$ cat config.mk
export PLATFORM = sky130hd
export DESIGN_NAME = axis_tlast_packer
export DESIGN_NICKNAME = d
export VERILOG_FILES = /design/src/rtl/axis_tlast_packer.sv
export SDC_FILE = /design/constraint.sdc
export NUM_CORES = 1
export LEC_CHECK = 0
export ABC_CLOCK_PERIOD_IN_PS = 1900
export BUFFER_PORTS_ARGS = -buffer_cell sky130_fd_sc_hd__buf_2
export CORE_UTILIZATION = 56
export DETAILED_ROUTE_END_ITERATION = 12
export GPL_TIMING_DRIVEN = 0
export PLACE_DENSITY = 0.85
export SLEW_MARGIN = 30
export SYNTH_ARGS = -nofsm -noshare
export SYNTH_HDL_FRONTEND = slang
export SYNTH_SLANG_ARGS = --single-unit
$ cat constraint.sdc
create_clock -name clk -period 1.9 [get_ports clk]
set_input_delay 0.19 -clock clk [delete_from_list [all_inputs] [get_ports clk]]
set_output_delay 0.19 -clock clk [all_outputs]
set_load 0.01 [all_outputs]
$ cat src/rtl/axis_tlast_packer.sv
// Packs IN_WIDTH AXIS beats into OUT_WIDTH words with a TLAST every FRAME_LEN beats.
// Optional AXIS_PACKER_IN_TLAST_EN: an accepted upstream TLAST also ends the frame.
module axis_tlast_packer #(
  parameter int IN_WIDTH  = 8,
  parameter int OUT_WIDTH = 32,
  parameter int FRAME_LEN = 16
) (
  input  logic                   clk,
  input  logic                   rst_n,
  input  logic                   s_axis_tvalid,
  input  logic [IN_WIDTH-1:0]    s_axis_tdata,
  input  logic                   s_axis_tlast,
  output logic                   s_axis_tready,
  output logic                   m_axis_tvalid,
  output logic [OUT_WIDTH-1:0]   m_axis_tdata,
  output logic [OUT_WIDTH/8-1:0] m_axis_tkeep,
  output logic                   m_axis_tlast,
  input  logic                   m_axis_tready
);

  localparam int RATIO      = OUT_WIDTH / IN_WIDTH;
  localparam int LANE_W     = (RATIO > 1) ? $clog2(RATIO) : 1;
  localparam int FRAME_W    = $clog2(FRAME_LEN + 1);
  localparam int KEEP_W     = OUT_WIDTH / 8;
  localparam int LANE_BYTES = IN_WIDTH / 8;

  // Byte enables for lanes 0..last_lane.
  function automatic logic [KEEP_W-1:0] keep_mask(input logic [LANE_W-1:0] last_lane);
    logic [KEEP_W-1:0] m;
    m = '0;
    for (int l = 0; l < RATIO; l++) begin
      m[l*LANE_BYTES +: LANE_BYTES] = (LANE_W'(l) <= last_lane) ? {LANE_BYTES{1'b1}}
                                                                 : {LANE_BYTES{1'b0}};
    end
    return m;
  endfunction

  logic [LANE_W-1:0]    lane_cnt_r;
  logic [FRAME_W-1:0]   frame_cnt_r;
  logic [OUT_WIDTH-1:0] acc_r;
  logic                 m_tvalid_r;
  logic [OUT_WIDTH-1:0] m_tdata_r;
  logic [KEEP_W-1:0]    m_tkeep_r;
  logic                 m_tlast_r;

  logic                 ready_s;
  logic                 accept_s;
  logic                 frame_end_s;
  logic                 word_end_s;
  logic                 close_s;
  logic [OUT_WIDTH-1:0] merged_s;

  assign ready_s  = ~m_tvalid_r | m_axis_tready;
  assign accept_s = s_axis_tvalid & ready_s;

  // Word / frame close conditions for the beat currently presented.
  always_comb begin
    word_end_s = (lane_cnt_r == LANE_W'(RATIO - 1));
`ifdef AXIS_PACKER_IN_TLAST_EN
    frame_end_s = (frame_cnt_r == FRAME_W'(FRAME_LEN - 1)) | s_axis_tlast;
`else
    frame_end_s = (frame_cnt_r == FRAME_W'(FRAME_LEN - 1));
`endif
    close_s = word_end_s | frame_end_s;
  end

`ifndef AXIS_PACKER_IN_TLAST_EN
  logic unused_tlast_s;
  assign unused_tlast_s = s_axis_tlast;
`endif

  // Accumulator with the incoming beat dropped into the current lane.
  always_comb begin
    merged_s = acc_r;
    for (int l = 0; l < RATIO; l++) begin
      merged_s[l*IN_WIDTH +: IN_WIDTH] = (LANE_W'(l) == lane_cnt_r) ? s_axis_tdata
                                                                    : acc_r[l*IN_WIDTH +: IN_WIDTH];
    end
  end

  // Packing state and the registered output word.
  always_ff @(posedge clk or negedge rst_n) begin
    if (!rst_n) begin
      lane_cnt_r  <= '0;
      frame_cnt_r <= '0;
      acc_r       <= '0;
      m_tvalid_r  <= 1'b0;
      m_tdata_r   <= '0;
      m_tkeep_r   <= '0;
      m_tlast_r   <= 1'b0;
    end else begin
      if (accept_s && close_s) begin
        m_tvalid_r  <= 1'b1;
        m_tdata_r   <= merged_s;
        m_tkeep_r   <= keep_mask(lane_cnt_r);
        m_tlast_r   <= frame_end_s;
        lane_cnt_r  <= '0;
        acc_r       <= '0;
        frame_cnt_r <= frame_end_s ? '0 : frame_cnt_r + FRAME_W'(1);
      end else begin
        if (m_axis_tready) begin
          m_tvalid_r <= 1'b0;
        end
        if (accept_s) begin
          acc_r       <= merged_s;
          lane_cnt_r  <= lane_cnt_r + LANE_W'(1);
          frame_cnt_r <= frame_cnt_r + FRAME_W'(1);
        end
      end
    end
  end

  assign s_axis_tready = ready_s;
  assign m_axis_tvalid = m_tvalid_r;
  assign m_axis_tdata  = m_tdata_r;
  assign m_axis_tkeep  = m_tkeep_r;
  assign m_axis_tlast  = m_tlast_r;

endmodule

; Word-level counts from Yosys, hierarchy flattened
; Index checks and enable logic that the tools add are counted.
; W data, S select, Z words.
[word_totals]
output_inout_bits = 39
register_bits = 77
inputBits = 13
word_cells = 43
[op_classes]
bitwise_logic = 4
n_reduce_logical = 4
magnitude_cmp = 4
mux = 17
add_sub_neg = 2
eq_ne = 5
[op_table]
columns = operator, count
row1 = $mux W32, 2
row2 = $mux W8, 4
row3 = $mux W5, 3
row4 = $mux W1, 6
row5 = $add A5 B1 Y5 const B, 1
row6 = $eq A5 B4 Y1 const B, 1
row7 = $eq A2 B2 Y1 const A, 2
row8 = $le A1 B2 Y1 const A, 2
row9 = $le A2 B2 Y1 const A, 2
row10 = $mux W2, 2
row11 = $reduce_bool A2 Y1, 2
row12 = $add A2 B1 Y2 const B, 1
row13 = $eq A1 B2 Y1 const A, 1
row14 = $eq A2 B2 Y1 const B, 1
row15 = $logic_not A2 Y1, 1
row16 = $or A1 B1 Y1, 2
row17 = $and A1 B1 Y1, 1
row18 = $logic_and A1 B1 Y1, 1
row19 = $not A1 Y1, 1

; Logic depth before layout (Yosys ltp)
; Gate-level depths: netlist of the first run.
[depth]
depth_word = 5
mapped_depth = 7
ltp_nobuf = 5

; Least setup slack after synthesis of the first run
; Ideal clock, no wire load.
[synth_timing]
path_kind = register to register
start = register lane_cnt_r[0]
end = register m_tdata_r[3], in the netlist m_axis_tdata[3]
setup_time_ps = 128
t_arrival_ps = 1444
slack_ps = 329
synth_period_minus_slack_ps = 1571
stages_incl_launch_ff = 7
required_ps = 1772
n_path_buf = 2
cell_sequence = dfrtp_1 > inv_1 > ha_1 > buf_2 > buf_1 > mux2i_1 > o21ai_0
[synth_between]
elab_chain_len = 3
elab_cells_between_ends = 5
classes_between = eq/ne (1) / mux (1) / bitwise (1) / reduce/logical (2)
[synth_lines]
columns = element, line_no
row1 = start: declaration, 38  ; logic [LANE_W-1:0] lane_cnt_r;
row2 = start signal: assignment, 106  ; lane_cnt_r <= lane_cnt_r + LANE_W'(1);
row3 = $eq A2 B2 Y1, 58  ; word_end_s = (lane_cnt_r == LANE_W'(RATIO - 1));
row4 = $or A1 B1 Y1, 64  ; close_s = word_end_s | frame_end_s;
row5 = $logic_and A1 B1 Y1, 92  ; if (accept_s && close_s) begin
row6 = end signal: assignment, 94  ; m_tdata_r <= merged_s;
row7 = end: declaration, 42  ; logic [OUT_WIDTH-1:0] m_tdata_r;
; Parallel ways exist; a longest one is shown, timed or not.
; A chain may end at the register's enable or synchronous reset.

; Worst setup path in the final report of the first run
[layout_timing]
start = register frame_cnt_r[0]
end = register m_tdata_r[5], in the netlist m_axis_tdata[5]
[layout_between]
elab_chain_len = 3
[layout_lines]
columns = element, line_no
row1 = start: declaration, 39  ; logic [FRAME_W-1:0] frame_cnt_r;
row2 = start signal: assignment, 99  ; frame_cnt_r <= frame_end_s ? '0 : frame_cnt_r + FRAME_W'(1);
row3 = start signal: assignment, 107  ; frame_cnt_r <= frame_cnt_r + FRAME_W'(1);
row4 = $eq A5 B4 Y1, 62  ; frame_end_s = (frame_cnt_r == FRAME_W'(FRAME_LEN - 1));
row5 = $or A1 B1 Y1, 64
row6 = $logic_and A1 B1 Y1, 92
; Every way passes these cells.

==> summary.md, run 1 <==
| Metric | Value |
|---|---|
| YS warnings | 0 |
| Post-Synth Adder-Cell Area | 2.310% |
| Post-layout instance area | 3796 um^2 |
| Depth of the worst hold-timing path | 3 |
| Number of flip-flops and latches in the synthesized netlist | 77 |
| Hold Worst Slack | 142.6 ps |
| Transition time at the pin with the least slew margin | 421.8 ps |
| # nets final | 349 |
| Area occupied by multi-input gates | 1224 um^2 |
| Post-synthesis instance total | 270 |
| Horizontal die dimension | 78.18 um |
| Global route total overflow | 0 |
| Total setup buffers inserted after CTS | 0 |
| Global Route Usage Sum | 25.49% |
| Area share of xor/xnor cells in the synthesized design | 0.2695% |
| Input/output buffers | 50 |
| Final setup violation count | 0 |
| Largest fanout of any net on the critical path | 10 |
| CP Launch Type | flip-flop |
| Hold WC Path Type | in -> reg |
| Relative contribution of sequential cells to total power | 43.3% |
| Count of standard-cell rows | 27 |
| Shortest clock period the worst path allows after layout | 1790 ps |
| Post-Syn Nets | 289 |
| Average footprint of a synthesized cell | 12.03 um^2 |
| CP Data Arrival Time | 2000 ps |
| Filler cell count in the final layout | 430 |
| Switching power total | 2168 uW |
| Final routed wirelength across all metal layers | 6905 um |
| Maximum number of pins on one net before global-route repair | 48 |
| CTS max path bufs | 2 |
| Diodes inserted | 0 |
| Worst supply voltage drop on vdd | 805.4 uV |
| Area of all sequential standard cells | 1927 um^2 |
| CTS tree | built |
| Switching fraction of total power | 36.69% |
| Number of buffers added by the clock tree synthesis step | 9 |
| Number of H-tree levels | 3 |
| Status | completed |
| HPWL Detailed | 4793 um |
| Fraction of final layout cells with drive strength greater than 1 | 26.65% |
| Leakage power figure | 0.001824 uW |
| Tcrit/Tclk final | 94.23% |
| Number of DRC violations after detailed routing | 0 |
| Top post-synthesis cells by area | sky130_fd_sc_hd__dfrtp_1 59%, sky130_fd_sc_hd__a32o_1 7.4%, sky130_fd_sc_hd__mux2i_1 7.4%, sky130_fd_sc_hd__o21ai_0 4.3%, sky130_fd_sc_hd__nand2_1 4.0% |
| Clk Tree Root Cell | sky130_fd_sc_hd__clkbuf_8 |
| Worst Setup Path Type | reg -> reg |
| Wire length of the first global-routing pass | 11,540 um |
| Clock transition at the register clock pins on the worst setup and hold paths after CTS | 70 ps |
| Core region area | 5540 um^2 |
| Post-Syn Area | 3249 um^2 |
| Max-capacitance violation count | 0 |
| Placed cell area | 3620 um^2 |
| IO Count | 52 |
| Die height | 78.18 um |
| Simple-Gate Fraction of Synth Area | 7.855% |
| Routed vias/inst | 5.860 |
| Most frequent standard cell in the layout excluding fill and tap cells | sky130_fd_sc_hd__dfrtp_1 |
| Compound-cell area share of the yosys netlist | 18.60% |
| Netlist cell types | 33 |
| Initial drt markers | 159 |
| Clock group share of total power | 17.7% |
| Share of total power in combinational logic | 38.9% |
| Combinational family with the most area after synthesis | compound AO/OA/AOI/OAI gates |
| Starting utilization of the core area | 58.65% |
| Power density over cell area | 1556 nW/um^2 |
| Detailed-route via count | 2,379 |
| Worst setup EP type | flip-flop |
| Vias in the first global route | 2,266 |
| Final count of hold timing violations | 0 |
| Share of cell area taken by muxes after synthesis | 8.202% |
| Clock network latency to the later pin of the worst-skew pair | 340 ps |
| Number of sinks driven by the clock tree | 77 |
| RD Place Congestion | 0.7928 |
| Wire per inst | 17.01 um |
| Antenna-violating nets left | 0 |
| Floorplan die area | 6111 um^2 |
| Cell-internal power | 3741 uW |
| Sequential-to-total area share from yosys stat | 59.30% |
| Maximum frequency from static timing analysis | 558.5 MHz |
| Required @ worst endpoint | 2110 ps |
| Initial antenna violation count | 0 |
| Reg2reg path depth | 5 |
| Count of final max-slew check failures | 0 |
| Total iterations of the first detailed-routing run | 4 |
| Headroom to the max-slew limit | 71.80% |
| Final worst clock skew | 10.98 ps |
| Top cell type's share of synthesized area | 59.30% |
| Syn-to-layout area delta | 16.83% |
| Post-synthesis cell type with the largest combined area | sky130_fd_sc_hd__dfrtp_1 |
| Top library cells by usage in the layout, fill and taps aside | 77 x sky130_fd_sc_hd__dfrtp_1, 57 x sky130_fd_sc_hd__buf_2, 35 x sky130_fd_sc_hd__nand2_1 |
[Yosys cell counts, drive strengths merged]
cell    instances
dfrtp          77
nand2          35
o21ai          32
a32o           24
mux2i          24
o22ai          17
buf            14
and2            9
a21oi           8
ha              6
clkbuf          4
inv             3
nand3           3
nor2            3
mux2            2
nand2b          2
a22o            1
a31oi           1
and4b           1
nand4           1
o211ai          1
o21a            1
xnor2           1
[registers in the layout (all words and copies together), names as in the netlist]
name           flops
m_axis_tdata      32
m_axis_tkeep       4
m_axis_tlast       1
m_axis_tvalid      1
lane_cnt_r         2
frame_cnt_r        5
acc_r             32
[per-stage QoR]
step / util [%] / instances / power, uW / setup WS, ps / setup TNS (ps)
final: 68.52 / 406 / 5908 / 109.6 / 0
after global routing: 68.52 / 406 / 6347 / -0.7072 / -0.7072
after CTS: 68.54 / 409 / 5973 / 16.33 / 0
after detailed placement: 65.33 / 393 / 4917 / 38.32 / 0
after global placement: 64.79 / 392 / 4789 / 75.61 / 0
after floorplan: - / 270 / 4139 / 328.5 / 0
[cell families (layout without fill, tap and decap cells)]
group,after synthesis,in the layout
DFF,77,77
and+or+nand+nor,54,54
buffers and inverters,21,85
AOI/OAI and AO/OA,85,85
xor gates and xnor gates,1,1
adders and majority gates,6,6
muxes,26,26
[what timing repair did]
item	4_1_cts	5_1_grt
cloned	0	0
hold buffers	1	0
hold endpoints to repair	30	0
resized for setup	1	5
setup endpoints to repair	5	10
[metal layers]
layer | part of all wire (%) | wire length (um) | track usage, %
met3 | 6.4 | 439 | 6.860
met4 | 2.1 | 142 | 8.519
met1 | 45 | 3116 | 36.21
met2 | 46 | 3207 | 38.16
met5 | 0 | 0 | 0
[critical path: stages (launching register included)]
cell and delay [ps]:
sky130_fd_sc_hd__dfrtp_1 420, sky130_fd_sc_hd__ha_1 260, sky130_fd_sc_hd__and4b_1 280, sky130_fd_sc_hd__o211ai_4 300
sky130_fd_sc_hd__clkbuf_2 280, sky130_fd_sc_hd__o21ai_0 120
[path summary, 6_finish.rpt]
kind,from,end,slack (ps)
worst max-delay path,frame_cnt_r[0]$_DFFE_PN0P_,m_axis_tdata[5]$_DFFE_PN0P_,110
max in group asynchronous,rst_n,m_axis_tdata[7]$_DFFE_PN0P_,1000
worst min-delay path,s_axis_tvalid,m_axis_tvalid$_DFFE_PN0P_,140
min in group asynchronous,rst_n,m_axis_tdata[17]$_DFFE_PN0P_,330
worst max register to register,frame_cnt_r[0]$_DFFE_PN0P_,m_axis_tdata[5]$_DFFE_PN0P_,110
worst min register to register,m_axis_tkeep[0]$_DFFE_PN0P_,m_axis_tkeep[0]$_DFFE_PN0P_,460
[power by group through the flow]
stage	Combinational, uW	Sequential (uW)	Clock (uW)
finish	2300	2560	1050
CTS	2350	2560	1060
global placement	2230	2550	0
global route	2580	2630	1140
detailed placement	2330	2590	0
floorplan	1450	2690	0
[area by class of cell]
cell class | count | share of cell area (%)
repair buffers | 52 | 7.647
plain buffers | 15 | 2.505
multi-input cells | 172 | 32.23
flip-flops and latches | 77 | 50.76
inverters | 3 | 0.2966
clock inverters | 2 | 0.2637
clock buffers | 13 | 3.922
well taps | 72 | 2.373
No activity file was read; power rests on OpenSTA's default activity.
==> run 2: changes to the inputs <==
HOLD_SLACK_MARGIN = 0.15   (was not set)
==> run 2 against run 1 <==
Design area up 0.26%. Clock-buffer cell count unchanged. Utilization up 0.18 points. Non-clock buffer count up 1. Setup slack worse by 11 ps. Critical endpoint is now m_axis_tdata[7]$_DFFE_PN0P_.
==> summary.md, run 2 (synthesis gave the netlist of run 1 again) <==
| Metric | Value |
|---|---|
| Leakage power figure | 0.001828 uW |
| Final count of hold timing violations | 0 |
| Clk Tree Root Cell | sky130_fd_sc_hd__clkbuf_8 |
| WP buf/inv | 1 |
| Hold WC Path Type | in -> reg |
| Status | completed |
| # nets final | 350 |
| Final cell count without fillers | 407 |
| Top library cells by usage in the layout, fill and taps aside | 77 x sky130_fd_sc_hd__dfrtp_1, 57 x sky130_fd_sc_hd__buf_2, 35 x sky130_fd_sc_hd__nand2_1 |
| Shortest clock period the worst path allows after layout | 1801 ps |
| Clock network latency to the later pin of the worst-skew pair | 350 ps |
| Count of standard-cell rows | 27 |
| Filler cell count in the final layout | 428 |
| Diodes inserted | 0 |
| Floorplan die area | 6111 um^2 |
| Final design utilization | 68.70% |
| IO Count | 52 |
| Place WS | 38.32 ps |
| CP Launch Type | flip-flop |
| Input/output buffers | 50 |
| Final setup violation count | 0 |
| Number of DRC violations after detailed routing | 0 |
| Worst supply voltage drop on vdd | 809.4 uV |
| Global route total overflow | 0 |
| Horizontal die dimension | 78.18 um |
| Cell Chain, Critical Path | ha_1, and4b_1, o211ai_4, clkbuf_2, o21ai_0 |
| Fin worst setup slack | 98.77 ps |
| Tcrit/Tclk final | 94.80% |
| Final worst clock skew | 11.75 ps |
| Number of cells in the design after placement | 393 |
| Wire per inst | 17.12 um |
| Fraction of final layout cells with drive strength greater than 1 | 26.57% |
| Core region area | 5540 um^2 |
| Number of buffers added by the clock tree synthesis step | 9 |
| Clock transition at the register clock pins on the worst setup and hold paths after CTS | 80 ps |
| Antenna-violating nets left | 0 |
| Largest fanout of any net on the critical path | 10 |
| Detailed-route via count | 2,396 |
| Max-capacitance violation count | 0 |
| Initial drt markers | 200 |
| Transition time at the pin with the least slew margin | 421.0 ps |
| Wire length of the first global-routing pass | 11,560 um |
| Power density over cell area | 1555 nW/um^2 |
| Die height | 78.18 um |
| Total setup buffers inserted after CTS | 0 |
| Number of sinks driven by the clock tree | 77 |
| Worst path max stage delay | 420 ps |
| Worst Setup Path Type | reg -> reg |
| HPWL Detailed | 4793 um |
| Initial antenna violation count | 0 |
| Routed vias/inst | 5.887 |
| Number of H-tree levels | 3 |
| CTS tree | built |
| Worst setup EP type | flip-flop |
| Maximum number of pins on one net before global-route repair | 48 |
| Vias in the first global route | 2,272 |
| Required @ worst endpoint | 2110 ps |
| CTS max path bufs | 2 |
| Maximum frequency from static timing analysis | 555.2 MHz |
| Worst path top cell family by delay | compound AO/OA/AOI/OAI gates |
| Count of final max-slew check failures | 0 |
| Starting utilization of the core area | 58.65% |
| Global Route Usage Sum | 25.51% |
| Most frequent standard cell in the layout excluding fill and tap cells | sky130_fd_sc_hd__dfrtp_1 |
| Slowest stage cell, crit path | sky130_fd_sc_hd__dfrtp_1 |
| Final routed wirelength across all metal layers | 6969 um |
| Total iterations of the first detailed-routing run | 5 |
| CP Data Arrival Time | 2010 ps |
| RD Place Congestion | 0.7928 |
| Syn-to-layout area delta | 17.14% |
| Headroom to the max-slew limit | 71.85% |
-- run 2: cell count changes in the layout (fill, tap and decap cells not counted), sizes merged --
| cell | change |
|---|---|
| dlygate4sd3 | +1 |
-- run 2: per-layer routing --
metal | vias to the layer above | track usage (%) | wire length, um
met4 | 0 | 8.519 | 86
met2 | 72 | 38.25 | 3338
li1 | 1116 | - | -
met1 | 1195 | 36.21 | 3212
met3 | 13 | 6.860 | 331
met5 | - | 0 | 0
-- run 2: final cells by class --
class                           count  area [um^2]  share of cell area, %
Multi-Input combinational cell    172         1224                  32.15
Inverter                            3        11.26                 0.2959
Clock inverter                      2        10.01                 0.2630
Tap cell                           72        90.09                  2.367
Timing Repair Buffer               53        300.3                  7.890
Sequential cell                    77         1927                  50.62
Buffer                             15        95.09                  2.498
Clock buffer                       13        148.9                  3.912
-- run 2: power breakdown --
group	internal (uW)	leakage, uW	total (uW)	switching (uW)
Combinational	1020	0.000747	2310	1290
Sequential	2220	0.000998	2560	339
Clock	500	0.0000833	1050	550
Total	3740	0.00183	5920	2180
-- run 2: worst min-delay path: stages --
cell	delay, ps
sky130_fd_sc_hd__buf_2	160
sky130_fd_sc_hd__o22ai_1	120
sky130_fd_sc_hd__a21oi_1	50
-- run 2: per-stage QoR --
| step | instance area (um^2) | power [uW] | TNS (ps) | hold WS, ps |
|---|---|---|---|---|
| 3_3_place_gp | 3590 | 4789 | 0 | 444.5 |
| 6_report | 3806 | 5918 | 0 | 227.4 |
| 4_1_cts | 3807 | 5975 | 0 | 219.7 |
| 3_5_place_dp | 3620 | 4917 | 0 | 152.2 |
| 2_1_floorplan | 3249 | 4139 | 0 | -105.6 |
| 5_1_grt | 3806 | 6348 | -0.7072 | 214.9 |
-- run 2: path summary, 6_finish.rpt --
kind,start,end,cells past startpoint,slack (ps)
worst max-delay path,frame_cnt_r[0]$_DFFE_PN0P_,m_axis_tdata[7]$_DFFE_PN0P_,5,100
worst min-delay path,s_axis_tdata[3],m_axis_tdata[27]$_DFFE_PN0P_,3,230
worst max register to register,frame_cnt_r[0]$_DFFE_PN0P_,m_axis_tdata[7]$_DFFE_PN0P_,5,100
worst min register to register,m_axis_tkeep[0]$_DFFE_PN0P_,m_axis_tkeep[0]$_DFFE_PN0P_,1,460
max in group asynchronous,rst_n,m_axis_tdata[3]$_DFFE_PN0P_,3,1010
min in group asynchronous,rst_n,frame_cnt_r[2]$_DFFE_PN0P_,2,320
-- run 2: what timing repair did --
action | 4_1_cts | 5_1_grt
hold buffers | 2 | 0
hold endpoints to repair | 31 | 0
setup endpoints to repair | 5 | 10
resized for setup | 1 | 5
==> run 3: changes to the inputs <==
CORE_ASPECT_RATIO = 1.1   (was not set)
==> run 3 against run 2 <==
First-iteration DRC count is 2.0% higher. Setup slack better by 58 ps. Clock power is 15% higher. Sequential power hardly changed. Via count stayed put. Maximum frequency is 3.3% higher. Utilization is 0.84 points higher. Register-to-register slack better by 60 ps. Critical path depth stayed put. Largest power group unchanged. Highest routed layer unchanged.
==> summary.md, run 3 (synthesis gave the netlist of run 1 again) <==
| Metric | Value |
|---|---|
| Clk Tree Root Cell | sky130_fd_sc_hd__clkbuf_8 |
| CP Launch Type | flip-flop |
| Number of DRC violations after detailed routing | 0 |
| Required @ worst endpoint | 2130 ps |
| Global Route Usage Sum | 26.14% |
| Vias in the first global route | 2,406 |
| Initial antenna violation count | 0 |
| Filler cell count in the final layout | 425 |
| IO Count | 52 |
| Global route total overflow | 0 |
| Placed cell area | 3616 um^2 |
| Syn-to-layout area delta | 17.71% |
| # nets final | 350 |
| Max-capacitance violation count | 0 |
| Status | completed |
| Area occupied by multi-input gates | 1219 um^2 |
| Number of cells in the design after placement | 396 |
| Number of sinks driven by the clock tree | 77 |
| Final setup violation count | 0 |
| Detailed-route via count | 2,396 |
| Hold WC Path Type | in -> reg |
| HPWL Detailed | 4777 um |
| Largest fanout of any net on the critical path | 10 |
| Initial drt markers | 204 |
| Most frequent standard cell in the layout excluding fill and tap cells | sky130_fd_sc_hd__dfrtp_1 |
| Die height | 81.89 um |
| Tcrit/Tclk final | 91.78% |
| Count of final max-slew check failures | 0 |
| Final worst clock skew | 6.794 ps |
| Number of H-tree levels | 3 |
| Diodes inserted | 0 |
| Top library cells by usage in the layout, fill and taps aside | 77 x sky130_fd_sc_hd__dfrtp_1, 58 x sky130_fd_sc_hd__buf_2, 35 x sky130_fd_sc_hd__nand2_1 |
| Leakage power figure | 0.001842 uW |
| RD Place Congestion | 0.8359 |
| Final count of hold timing violations | 0 |
| Maximum number of pins on one net before global-route repair | 43 |
| Maximum frequency from static timing analysis | 573.5 MHz |
| Headroom to the max-slew limit | 69.41% |
| CTS tree | built |
| Shortest clock period the worst path allows after layout | 1744 ps |
| Horizontal die dimension | 74.63 um |
| Accumulated negative setup slack | 0 ps |
| Area of all sequential standard cells | 1927 um^2 |
| Wire per inst | 16.79 um |
| Floorplan die area | 6111 um^2 |
| Transition time at the pin with the least slew margin | 458.9 ps |
| WP buf/inv | 0 |
| Cell Chain, Critical Path | ha_1, and4b_1, nand3_1, o22ai_1, a21oi_1 |
| Post-layout instance area | 3825 um^2 |
| Final routed wirelength across all metal layers | 6901 um |
| Slowest stage cell, crit path | sky130_fd_sc_hd__dfrtp_1 |
| Worst supply voltage drop on vdd | 872.1 uV |
| Antenna-violating nets left | 0 |
| Final cell count without fillers | 411 |
| Start of the worst register-to-register path | frame_cnt_r[0]$_DFFE_PN0P_ |
| Wire length of the first global-routing pass | 11,700 um |
| Total setup buffers inserted after CTS | 0 |
| Number of buffers added by the clock tree synthesis step | 9 |
| Power density over cell area | 1586 nW/um^2 |
| CP Data Arrival Time | 1970 ps |
| Setup crit start | frame_cnt_r[0]$_DFFE_PN0P_ |
| Clock network latency to the later pin of the worst-skew pair | 350 ps |
| Worst path max stage delay | 400 ps |
| CTS max path bufs | 2 |
| Core region area | 5500 um^2 |
| Worst setup EP type | flip-flop |
| Hold Crit Start | s_axis_tdata[3] |
| Clock transition at the register clock pins on the worst setup and hold paths after CTS | 80 ps |
| Input/output buffers | 50 |
| Fraction of final layout cells with drive strength greater than 1 | 27.08% |
| Starting utilization of the core area | 59.08% |
| Routed vias/inst | 5.830 |
| Worst path top cell family by delay | simple AND/OR/NAND/NOR gates |
| RSZ-0062 raised after global routing | false |
| Total iterations of the first detailed-routing run | 5 |
| Count of standard-cell rows | 28 |
| Worst Setup Path Type | reg -> reg |
-- run 3: cell types whose count changed in the layout (fill, tap and decap cells not counted), sizes merged --
cell,before,now
clkinv,2,4
bufinv,0,1
clkbuf,16,14
-- run 3: path summary, 6_finish.rpt --
kind / endpoint / slack (ps) / depth (start not counted)
max: m_axis_tdata[28]$_DFFE_PN0P_ / 160 / 5
min: m_axis_tdata[27]$_DFFE_PN0P_ / 210 / 3
max reg2reg: m_axis_tdata[28]$_DFFE_PN0P_ / 160 / 5
min reg2reg: m_axis_tkeep[0]$_DFFE_PN0P_ / 470 / 1
max in group asynchronous: acc_r[28]$_DFFE_PN0P_ / 980 / 3
min in group asynchronous: m_axis_tdata[20]$_DFFE_PN0P_ / 340 / 2
-- run 3: timing repair --
action | CTS | global route
setup endpoints to repair | 0 | 11
resized for setup | 0 | 1
endpoints found under the hold margin | 36 | 0
hold buffers | 2 | 0
-- run 3: stage by stage --
stage	setup slack [ps]	util, %	power, uW	hold slack (ps)
floorplan	328.5	-	4139	-105.6
global placement	110.9	65.33	4771	451.5
detailed placement	82.85	65.74	4897	180.2
CTS	21.04	69.59	6117	198.2
global route	44.63	69.54	6529	228.3
finish	156.3	69.54	6066	205.5
-- run 3: layer usage --
layer | vias up | share of wire [%] | global-route usage [%]
li1 | 1117 | - | -
met1 | 1177 | 45 | 34.07
met2 | 86 | 47 | 41.80
met3 | 16 | 5.2 | 4.663
met4 | 0 | 3.1 | 13.40
met5 | - | 0 | 0
-- run 3: final cells by class --
class                           instances  area share (%)
Buffer                                 15           2.355
Inverter                                3          0.2944
Timing Repair Buffer                   53           7.655
Clock inverter                          5           1.308
Sequential cell                        77           50.38
Multi-Input combinational cell        172           31.86
Tap cell                               75           2.453
Clock buffer                           11           3.696
-- run 3: report_power, final --
group	leakage [uW]	switching, uW	internal [uW]	total, uW
sequential	0.000998	345	2220	2570
clock	0.000103	573	634	1210
combinational	0.000741	1280	1010	2290
total	0.00184	2200	3870	6070
-- run 3: tightest hold or removal path, cell delays in order --
cell	delay [ps]
sky130_fd_sc_hd__buf_2	150
sky130_fd_sc_hd__o22ai_1	120
sky130_fd_sc_hd__a21oi_1	50
